===== src/rtl/usb_rx_pkt.sv =====
// USB receive packet decoder: PID check, payload forwarding through a 2-byte
// delay line so the trailing CRC16 bytes are never forwarded, and CRC16 check.
module usb_rx_pkt #(
  parameter int MAX_BYTES = 64
) (
  input  logic       clk,
  input  logic       reset,
  input  logic       rx_active,
  input  logic       rx_valid,
  input  logic [7:0] rx_data,
  input  logic       rx_error,
  output logic [3:0] pid,
  output logic       is_data,
  output logic [7:0] data_out,
  output logic       data_valid,
  output logic       pkt_done,
  output logic       crc_ok,
  output logic       pkt_err,
  output logic [6:0] byte_cnt
);

  typedef enum logic [2:0] {
    S_IDLE,
    S_PID,
    S_DATA,
    S_HSK,
    S_ERR,
    S_DONE
  } state_t;

  localparam logic [6:0] LP_MAX = 7'(MAX_BYTES);

  state_t      r_state;
  logic [15:0] r_crc;
  logic [7:0]  r_hold0;
  logic [7:0]  r_hold1;
  logic [1:0]  r_nheld;
  logic        r_armed;

  logic        w_pid_ok;
  logic        w_pid_data;

  // USB CRC16, reflected polynomial, one byte shifted in LSB first
  function automatic logic [15:0] f_crc16_byte(input logic [15:0] crc, input logic [7:0] d);
    logic [15:0] c;
    c = crc;
    for (int i = 0; i < 8; i++) begin
      if (c[0] ^ d[i]) c = (c >> 1) ^ 16'hA001;
      else             c = c >> 1;
    end
    return c;
  endfunction

  assign w_pid_ok   = (rx_data[7:4] == ~rx_data[3:0]);
  assign w_pid_data = (rx_data[3:0] == 4'h3) || (rx_data[3:0] == 4'hB) ||
                      (rx_data[3:0] == 4'h7) || (rx_data[3:0] == 4'hF);

  always_ff @(posedge clk) begin
    if (!reset) begin
      r_state    <= S_IDLE;
      r_armed    <= 1'b0;
      r_crc      <= 16'h0000;
      r_hold0    <= 8'h00;
      r_hold1    <= 8'h00;
      r_nheld    <= 2'd0;
      pid        <= 4'h0;
      is_data    <= 1'b0;
      data_out   <= 8'h00;
      data_valid <= 1'b0;
      pkt_done   <= 1'b0;
      crc_ok     <= 1'b0;
      pkt_err    <= 1'b0;
      byte_cnt   <= 7'd0;
    end else begin
      data_valid <= 1'b0;
      pkt_done   <= 1'b0;
      // a packet already in flight when reset lifts is skipped until the line idles
      if (!rx_active) r_armed <= 1'b1;

      case (r_state)
        S_IDLE: begin
          if (rx_active && r_armed) begin
            r_state  <= S_PID;
            crc_ok   <= 1'b0;
            pkt_err  <= 1'b0;
            byte_cnt <= 7'd0;
            r_crc    <= 16'hFFFF;
            r_nheld  <= 2'd0;
          end
        end

        S_PID: begin
          if (rx_error) begin
            r_state <= S_ERR;
            pkt_err <= 1'b1;
          end else if (!rx_active) begin
            r_state  <= S_DONE;
            pkt_done <= 1'b1;
          end else if (rx_valid) begin
            pid     <= rx_data[3:0];
            is_data <= w_pid_data;
            if (!w_pid_ok) begin
              r_state <= S_ERR;
              pkt_err <= 1'b1;
            end else if (w_pid_data) begin
              r_state <= S_DATA;
            end else begin
              r_state <= S_HSK;
            end
          end
        end

        S_DATA: begin
          if (rx_error) begin
            r_state <= S_ERR;
            pkt_err <= 1'b1;
          end else if (!rx_active) begin
            r_state  <= S_DONE;
            pkt_done <= 1'b1;
            if (r_nheld != 2'd2) begin
              pkt_err <= 1'b1;
              crc_ok  <= 1'b0;
            end else begin
              crc_ok <= ({r_hold1, r_hold0} == ~r_crc);
            end
          end else if (rx_valid) begin
            if (r_nheld != 2'd2) begin
              r_hold0 <= r_hold1;
              r_hold1 <= rx_data;
              r_nheld <= r_nheld + 2'd1;
            end else if (byte_cnt == LP_MAX) begin
              r_state <= S_ERR;
              pkt_err <= 1'b1;
            end else begin
              data_out   <= r_hold0;
              data_valid <= 1'b1;
              byte_cnt   <= byte_cnt + 7'd1;
              r_crc      <= f_crc16_byte(r_crc, r_hold0);
              r_hold0    <= r_hold1;
              r_hold1    <= rx_data;
            end
          end
        end

        S_HSK: begin
          if (rx_error) begin
            r_state <= S_ERR;
            pkt_err <= 1'b1;
          end else if (!rx_active) begin
            r_state  <= S_DONE;
            pkt_done <= 1'b1;
          end else if (rx_valid) begin
            r_state <= S_ERR;
            pkt_err <= 1'b1;
          end
        end

        S_ERR: begin
          pkt_err <= 1'b1;
          crc_ok  <= 1'b0;
          if (!rx_active) begin
            r_state  <= S_DONE;
            pkt_done <= 1'b1;
          end
        end

        S_DONE: begin
          r_state <= S_IDLE;
        end

        default: begin
          r_state <= S_IDLE;
        end
      endcase
    end
  end

endmodule


===== config.mk =====
export PLATFORM = sky130hd
export DESIGN_NAME = usb_rx_pkt
export DESIGN_NICKNAME = d
export VERILOG_FILES = /design/src/rtl/usb_rx_pkt.sv
export SDC_FILE = /design/constraint.sdc
export NUM_CORES = 1
export LEC_CHECK = 0
export BUFFER_PORTS_ARGS = -buffer_cell sky130_fd_sc_hd__buf_2
export CORE_MARGIN = 3
export CORE_UTILIZATION = 35
export CTS_CLUSTER_SIZE = 10
export DETAILED_ROUTE_END_ITERATION = 10
export PLACE_DENSITY = 0.52
export SLEW_MARGIN = 10
export SYNTH_ARGS = -nofsm -noshare
export SYNTH_HDL_FRONTEND = slang
export SYNTH_SLANG_ARGS = --single-unit

===== constraint.sdc =====
create_clock -name clk -period 4.55 [get_ports clk]
set_input_delay 0.455 -clock clk [delete_from_list [all_inputs] [get_ports clk]]
set_output_delay 0.455 -clock clk [all_outputs]
set_load 0.05 [all_outputs]

# --- After elaboration in Yosys (flattened, before gate mapping) ---
# Cells that the tools add are included.
op_classes:
  add_sub_neg: 2
  eq_ne: 34
  n_mux: 120
  bitwise: 25
  reduce_logical: 18
ops:
  columns: ["op", "count"]
  rows:
  - ["16-bit 2-to-1 mux", 63]
  - ["3-bit 2-to-1 mux", 14]
  - ["7-bit 2-to-1 mux", 6]
  - ["8-bit 2-to-1 mux", 4]
  - ["16-bit one-hot mux with 2 select lines", 1]
  - ["4-bit != test, second input constant", 6]
  - ["2-bit NOT with 3-bit output", 8]
  - ["2-bit != test, second input constant", 11]
  - ["1-bit 2-to-1 mux", 21]
  - ["16-bit equality test", 1]
  - ["16-bit NOT", 1]
  - ["3-bit != test, second input constant", 5]
  - ["3-bit one-hot mux with 5 select lines", 1]
  - ["7-bit one-hot mux with 2 select lines", 1]
  - ["7-bit AND reduction", 2]
  - ["6-bit AND reduction", 2]
  - ["11-bit AND reduction", 1]
  - ["2-bit 2-to-1 mux", 5]
  - ["4-bit equality test, second input constant", 2]
  - ["4-bit AND reduction", 2]
  - ["1-bit XOR", 8]
  - ["7-bit by 1-bit adder with 7-bit output, second input constant", 1]
  - ["7-bit equality test, second input constant", 1]
  - ["1-bit NOT", 7]
  - ["22 further kinds", 25]
totals:
  regBits: 62
  input_bits: 13
  out_inout_bits: 24
  word_cells: 213

# --- Logic depth before layout (Yosys ltp) ---
# Gate-level depths: netlist (run 1).
logic_depth:
  depth_word: 71
  depth_mapped: 10
  ltp_nobuf: 8

# --- Worst setup path after synthesis (run 1) ---
# OpenSTA, ideal clock, no wires.
synth_timing:
  path_kind: "reg2reg"
  startpoint: "register byte_cnt[0]"
  endpoint: "register byte_cnt[0]"
  setup_ps: 128
  arrival_time_ps: 1978
  required_ps: 4422
  slack_ps: 2444
  path_stages_with_launch: 11
  n_path_buf: 2
  synth_period_minus_slack_ps: 2106
  cell_sequence: "dfxtp_1 > inv_1 > ha_1 > nand2_1 > o21bai_4 > or2_1 > buf_6 > and2_4 > buf_6 > a21oi_1 > nor2_1"
synth_between:
  elab_chain_len: 7
  elab_cells_between_ends: 10
  classes_between: "1 x add/sub; 2 x eq/ne; 6 x mux; 1 x reduce/logical"
synth_lines:
  columns: ["element", "line", "text"]
  rows:
  - ["start, declared", "19", "output logic [6:0] byte_cnt"]
  - ["start signal, assigned", "137", "byte_cnt <= byte_cnt + 7'd1;"]
  - ["7-bit by 1-bit adder with 7-bit output", "137", null]
  - ["7-bit 2-to-1 mux", "131", "end else if (byte_cnt == LP_MAX) begin"]
  - ["7-bit 2-to-1 mux", "127", "if (r_nheld != 2'd2) begin"]
  - ["7-bit 2-to-1 mux", "126", "end else if (rx_valid) begin"]
  - ["7-bit 2-to-1 mux", "117", "end else if (!rx_active) begin"]
  - ["7-bit 2-to-1 mux", "114", "if (rx_error) begin"]
  - ["7-bit one-hot mux with 2 select lines", "80", "case (r_state)"]
# Several ways; a longest one is shown, not always the timed one. The select of a mux whose other input is x is not followed.
# A chain may end at the register's enable or synchronous reset.

# --- Worst setup path in the final report (run 1) ---
layout_timing:
  startpoint: "register r_state[1]"
  endpoint: "register byte_cnt[3]"
layout_between:
  elab_chain_len: 3
  elab_cells_between_ends: 11
  classes_between: "7 x eq/ne; 1 x mux; 3 x reduce/logical"
layout_lines:
  columns: ["element", "line", "text"]
  rows:
  - ["start, declared", "33", "state_t r_state;"]
  - ["start signal, assigned", "60", "r_state <= S_IDLE;"]
  - ["start signal, assigned", "83", "r_state <= S_PID;"]
  - ["start signal, assigned", "94", "r_state <= S_ERR;"]
  - ["3-bit by 2-bit equality test with 1-bit output / 3-bit logical NOT (equally long branches)", "80", null]
  - ["2-bit != test (no line) / 2-bit nonzero test (equally long branches)", null, null]
  - ["7-bit AND reduction (no line)", null, null]
# Several ways; a longest one is shown, not always the timed one.

==> metrics.log, run 1 <==
[metrics] share of the clock period used by the worst path after layout: 57.7%
[metrics] initial drt markers: 65
[metrics] number of top-level design ports: 37
[metrics] adder-cell area share of the yosys netlist: 1.27%
[metrics] final-stage net count: 371
[metrics] number of setup violations in the final report: 0
[metrics] WL final: 6.69 mm
[metrics] ratio of routed vias to standard cells: 4.99
[metrics] Core Box Area: 7970 µm²
[metrics] number of buffers inserted during clock tree synthesis: 9
[metrics] number of inserted diodes: 0
[metrics] maximum clock insertion buffer count: 2
[metrics] area fraction in compound gates after synthesis: 10.8%
[metrics] shortest clock period the worst path allows after layout: 2.63 ns
[metrics] Row Count: 32
[metrics] wire length of the first global-routing pass: 11.1 mm
[metrics] post-synthesis mux area share: 9.82%
[metrics] worst hold margin: 0.378 ns
[metrics] growth of design area from synthesis to finish: 14.7%
[metrics] worst-case register-to-register setup slack: 1.92 ns
[metrics] TritonCTS clock tree: yes
[metrics] setup ws final: 1.92 ns
[metrics] clock slew at reported path FFs: 0.08 ns
[metrics] power density over cell area: 388 nW/µm²
[metrics] post-route setup TNS: 0 ns
[metrics] number of antenna violations at the first check in global routing: 0
[metrics] most frequent cells in the layout: 62 x dfxtp_1, 55 x nor2_1, 36 x buf_2
[metrics] PortBufs: 36
[metrics] Hold Buf Count CTS: 0
[metrics] met1 track demand over resource: 20.5%
[metrics] Routed Antenna Nets: 0
[metrics] Seq/Total Area, Yosys: 42.0%
[metrics] combinational family with the most area after synthesis: simple AND/OR/NAND/NOR gates
[metrics] worst slack after detailed placement: 1.94 ns
[metrics] final cell area excluding filler cells: 3390 µm²
[metrics] unrepaired setup endpoints after global routing: false
[metrics] first drt pass iteration count: 4
[metrics] layer with the highest usage: met2
[metrics] achievable clock frequency: 381 MHz
[metrics] post-synthesis xor/xnor area fraction: 13.1%
[metrics] startpoint type of the worst setup path: register
[metrics] synthesis warning total: 0
[metrics] outcome: complete, no violations
[metrics] aggregate global routing overflow: 0
[metrics] die span in y: 97.9 µm
[metrics] class of the most critical hold timing path: in2reg
[metrics] slew margin rel.: 34.7%
[metrics] Leak Pwr: 1.50 nW
[metrics] met2 Use GR: 20.8%
[metrics] type of the setup path with the least slack: reg2reg
[metrics] RePlAce Congestion: 0.836
[metrics] post-CTS sizing: 0
[metrics] worst-case clock skew: 0.0100 ns
[metrics] Clock Tree Root: clkbuf_8
[metrics] die outline area: 9590 µm²
[metrics] Worst EP arrival: 2.85 ns
[metrics] unique cell type count in the Yosys netlist: 43
[metrics] nature of the critical path endpoint: register
[metrics] average detailed-routed wire length per instance: 14.5 µm
[metrics] count of final max-slew check failures: 0
[metrics] synthesized area: 2960 µm²
[metrics] chip width: 97.9 µm
[metrics] via count of the first global-routing pass: 2094
[metrics] number of storage elements in the synthesis netlist: 62
[metrics] H-tree level count: 3
[metrics] placed wire-length estimate after detailed placement: 4.56 mm
[metrics] later-pin clock latency in the skew report: 0.34 ns
[metrics] total setup buffers inserted after CTS: 0
[metrics] DRC: 0
[metrics] Post-Synth Simple-Gate Area: 18.4%
[metrics] pin count of the biggest net entering global routing: 54
[metrics] max_cap viols: 0
[metrics] final count of hold timing violations: 0
[metrics] starting utilization of the core area: 37.1%
[metrics] crit-path max FO: 28
[metrics] average cell area after synthesis: 9.04 µm²
[metrics] post-synthesis instance total: 327
[metrics] grt met3 use: 4.29%
[metrics] placement-stage cell area: 3150 µm²
[metrics] most common library cell in the layout ignoring fill and taps: dfxtp_1
[metrics] Total GRT Usage: 14.4%
[metrics] share of final-layout standard cells stronger than drive strength 1: 17.8%
[metrics] number of sinks driven by the clock tree: 62
[metrics] worst endpoint required time: 4.78 ns
[metrics] count of filler cells inserted in the layout: 801
[metrics] via count of the routed design: 2305
[metrics] Post-Synthesis Net Count: 343
[metrics] peak ir drop on the vdd network: 0.000224 V
[metrics] Least-Margin Pin Slew: 0.979 ns
-- worst paths after layout --
path         startpoint  cells past startpoint     endpoint
max reg2reg  r_state[1]                      6  byte_cnt[3]
max          r_state[1]                      6  byte_cnt[3]
min          rx_data[6]                      3   r_hold1[6]
min reg2reg  r_nheld[1]                      2   r_nheld[1]
-- routing by layer --
layer,up-vias,wire length (µm)
met2,45,2980
met1,1080,3300
met5,-,0
met3,5,331
met4,0,74
li1,1175,-
-- cells in the mapped netlist --
library cell / count / area (µm²)
xnor2_1: 17 / 149
nor3b_1: 2 / 15.0
buf_2: 4 / 20.0
xor2_1: 15 / 131
and2_1: 1 / 6.26
nand2_1: 26 / 97.6
a21oi_1: 21 / 105
inv_1: 4 / 15.0
or4_1: 2 / 15.0
o21a_1: 1 / 7.51
or2_1: 1 / 6.26
mux2i_1: 29 / 290
xor2_2: 2 / 32.5
nor4b_1: 2 / 17.5
buf_6: 5 / 56.3
nand3_1: 7 / 35.0
o311ai_0: 1 / 8.76
o22ai_1: 2 / 12.5
or4_4: 1 / 11.3
nor4_1: 3 / 18.8
ha_1: 3 / 37.5
or3_1: 2 / 12.5
nor2_1: 55 / 206
a311oi_1: 4 / 35.0
nor3_1: 5 / 25.0
o21bai_4: 1 / 18.8
and3_1: 2 / 12.5
o21ai_2: 1 / 8.76
a211o_1: 1 / 8.76
buf_4: 1 / 7.51
xnor2_2: 3 / 48.8
xor3_2: 1 / 25.0
clkbuf_1: 9 / 33.8
nand2b_1: 1 / 6.26
o21ai_0: 16 / 80.1
a31oi_1: 4 / 25.0
dfxtp_1: 62 / 1240
and2_4: 1 / 8.76
inv_2: 1 / 3.75
o211a_1: 1 / 10.0
nor3b_2: 1 / 12.5
nor2b_1: 1 / 6.26
nand4_1: 5 / 31.3
-- kinds of logic (layout without fill, tap and decap cells) --
family | count (synthesis) | in the layout
AND/OR/NAND/NOR | 118 | 118
adder cells (fa/ha/maj) | 3 | 3
multiplexers | 29 | 29
AO/OA/AOI/OAI | 53 | 53
buffers and inverters | 24 | 57
XOR/XNOR | 38 | 38
flip-flops | 62 | 62
-- registers in the layout (all words and copies together) (netlist names), 2 cells and up --
register	flops
pid	4
r_hold1	8
r_crc	16
byte_cnt	7
data_out	8
r_state	3
r_nheld	2
r_hold0	8
-- final cells by class --
type	count	area [µm²]	share of cell area, %
multi-input cells	241	1580	46.6
inverters	5	18.8	0.553
flip-flops and latches	62	1240	36.6
clock buffers	9	124	3.65
well taps	102	128	3.76
clock inverters	7	121	3.58
repair buffers	36	180	5.31
-- report_power, final --
group	switching, mW	internal (mW)	leakage (nW)
combinational	0.0829	0.0608	0.878
clock	0.231	0.367	0.124
sequential	0.0170	0.558	0.502
-- worst max-delay path: stages, from the launching register on --
cell	delay, ns
dfxtp_1	0.55
nor3b_2	0.55
nand2_1	0.18
o21ai_2	0.80
nand4_1	0.20
xor2_1	0.17
nor2_1	0.05
-- per-stage QoR --
step	util (%)	std cells	total power [mW]
2_1_floorplan	-	327	0.700
3_3_place_gp	39.5	446	0.732
3_5_place_dp	39.5	446	0.731
4_1_cts	42.6	462	1.34
5_1_grt	42.6	462	1.38
6_report	42.6	462	1.32
No activity file was read; power rests on OpenSTA's default activity.
==> run 2, diff against run 1 <==
--- a/config.mk
+++ b/config.mk
@@ -10,7 +10,7 @@
 export CORE_UTILIZATION = 35
 export CTS_CLUSTER_SIZE = 10
 export DETAILED_ROUTE_END_ITERATION = 10
-export PLACE_DENSITY = 0.52
+export PLACE_DENSITY = 0.54
 export SLEW_MARGIN = 10
 export SYNTH_ARGS = -nofsm -noshare
 export SYNTH_HDL_FRONTEND = slang
==> constraint.sdc (replaced) <==
create_clock -name clk -period 2.38 [get_ports clk]
set_input_delay 0.238 -clock clk [delete_from_list [all_inputs] [get_ports clk]]
set_output_delay 0.238 -clock clk [all_outputs]
set_load 0.05 [all_outputs]
==> run 2 against run 1 <==
Against the previous run:
- combinational power increased by 94%
- die area unchanged
- clock power increased by 67%
- power grew 81%
- non-clock buffer count increased by 8
- final cell count up 1.5%
- routed wire length fell by 2.0%
- largest power group is now sequential cells
==> metrics.log, run 2 (synthesis results as in run 1) <==
[metrics] outcome: complete, no violations
[metrics] Worst EP arrival: 2.26 ns
[metrics] post-CTS sizing: 0
[metrics] starting utilization of the core area: 37.1%
[metrics] Met1 Wirelength: 3.19 mm
[metrics] Total GRT Usage: 14.0%
[metrics] class of the most critical hold timing path: in2reg
[metrics] power density over cell area: 695 nW/µm²
[metrics] destination of the critical timing path: crc_ok
[metrics] chip width: 97.9 µm
[metrics] unrepaired setup endpoints after global routing: false
[metrics] shortest clock period the worst path allows after layout: 1.98 ns
[metrics] maximum clock insertion buffer count: 2
[metrics] startpoint type of the worst setup path: register
[metrics] routed wire length on met3: 376 µm
[metrics] max_cap viols: 0
[metrics] sum of internal, switching and leakage power: 2.38 mW
[metrics] count of final max-slew check failures: 0
[metrics] logic depth of the worst register-to-register path: 6
[metrics] clock slew at reported path FFs: 0.07 ns
[metrics] via count of the routed design: 2340
[metrics] Least-Margin Pin Slew: 0.624 ns
[metrics] Hold Buf Count CTS: 0
[metrics] share of the clock period used by the worst path after layout: 83.2%
[metrics] via count of the first global-routing pass: 2144
[metrics] Reg2Reg Launch Point: r_state[2]
[metrics] worst endpoint required time: 2.66 ns
[metrics] TritonCTS clock tree: yes
[metrics] number of sinks driven by the clock tree: 62
[metrics] growth of design area from synthesis to finish: 15.6%
[metrics] most frequent cells in the layout: 62 x dfxtp_1, 55 x nor2_1, 36 x buf_2
[metrics] wire length of the first global-routing pass: 10.7 mm
[metrics] Clock Tree Root: clkbuf_8
[metrics] Routed Antenna Nets: 0
[metrics] flip-flop count of the largest register, all copies and words added: 16
[metrics] setup ws final: 0.400 ns
[metrics] average detailed-routed wire length per instance: 14.0 µm
[metrics] Leak Pwr: 1.52 nW
[metrics] initial drt markers: 115
[metrics] type of the setup path with the least slack: reg2reg
[metrics] pin count of the biggest net entering global routing: 25
[metrics] share of final-layout standard cells stronger than drive strength 1: 19.3%
[metrics] post-route setup TNS: 0 ns
[metrics] placed wire-length estimate after detailed placement: 4.69 mm
[metrics] total setup buffers inserted after CTS: 0
[metrics] later-pin clock latency in the skew report: 0.34 ns
[metrics] final count of hold timing violations: 0
[metrics] Row Count: 32
[metrics] final-stage net count: 379
[metrics] worst-case register-to-register setup slack: 0.40 ns
[metrics] H-tree level count: 3
[metrics] slew margin rel.: 58.0%
[metrics] register ranked first by flip-flop count: r_crc
[metrics] number of top-level design ports: 37
[metrics] nature of the critical path endpoint: register
[metrics] RePlAce Congestion: 0.774
[metrics] number of antenna violations at the first check in global routing: 0
[metrics] detailed route wirelength on metal2: 2.93 mm
[metrics] PortBufs: 36
[metrics] aggregate global routing overflow: 0
[metrics] first drt pass iteration count: 4
[metrics] worst hold margin: 0.161 ns
[metrics] number of setup violations in the final report: 0
[metrics] most common library cell in the layout ignoring fill and taps: dfxtp_1
[metrics] capture point of the worst reg-to-reg path: crc_ok
[metrics] peak ir drop on the vdd network: 0.000322 V
[metrics] CP Launch Point: r_state[2]
[metrics] number of buffers inserted during clock tree synthesis: 9
[metrics] post-layout utilization of the core: 42.9%
[metrics] DRC: 0
[metrics] ratio of routed vias to standard cells: 4.99
[metrics] achievable clock frequency: 505 MHz
[metrics] crit-path max FO: 14
[metrics] Core Box Area: 7970 µm²
[metrics] worst slack after detailed placement: 0.424 ns
[metrics] Top Metal Used: met4
[metrics] die span in y: 97.9 µm
[metrics] WL final: 6.56 mm
[metrics] worst-case clock skew: 0.0103 ns
[metrics] die outline area: 9590 µm²
[metrics] number of inserted diodes: 0
run 2: changes by cell type in the layout (fill, tap and decap cells not counted), sizes merged:
| cell | delta |
|---|---|
| clkinvlp | +3 |
| buf | +8 |
| bufinv | -1 |
| inv | -1 |
| clkinv | -2 |
run 2: how the worst min path moves through the flow:
stage	from	endpoint	slack, ns	cells past startpoint
after detailed placement	r_nheld[0]	r_nheld[0]	0.45	2
final	rx_data[6]	r_hold1[6]	0.16	3
after floorplan	reset	r_state[2]	0.36	1
after CTS	rx_data[6]	r_hold1[6]	0.15	3
after global routing	reset	r_state[2]	0.17	2
after global placement	r_nheld[0]	r_nheld[0]	0.44	2
run 2: worst max-delay path: stages (launching register included):
cell and delay (ns):
dfxtp_1 0.45, nor2_1 0.21, nand2_1 0.17, nor4_1 0.37
nand3_1 0.10, or4_1 0.46, a21oi_1 0.14
run 2: power by group:
group | switching (mW) | internal, mW | total [mW]
Clock | 0.417 | 0.581 | 0.998
Combinational | 0.158 | 0.121 | 0.279
Sequential | 0.0313 | 1.07 | 1.10
Total | 0.607 | 1.77 | 2.38
run 2: cell type report:
class | instances | area (µm²)
Fill cell | 789 | 4550
Multi-Input combinational cell | 241 | 1580
Sequential cell | 62 | 1240
Timing Repair Buffer | 44 | 240
Tap cell | 102 | 128
Clock buffer | 9 | 124
Clock inverter | 6 | 87.6
Inverter | 5 | 18.8
run 2: metrics by stage:
stage | instances | instance area, µm²
3_5_place_dp | 454 | 3210
6_report | 469 | 3420
3_3_place_gp | 454 | 3210
2_1_floorplan | 327 | 2960
5_1_grt | 469 | 3420
4_1_cts | 469 | 3420
run 2: per-layer routing:
| metal | vias to the layer above | track usage (%) |
|---|---|---|
| met2 | 59 | 20.9 |
| met3 | 5 | 5.36 |
| met1 | 1081 | 18.7 |
| met4 | 0 | 4.47 |
| met5 | - | 0 |
| li1 | 1195 | - |
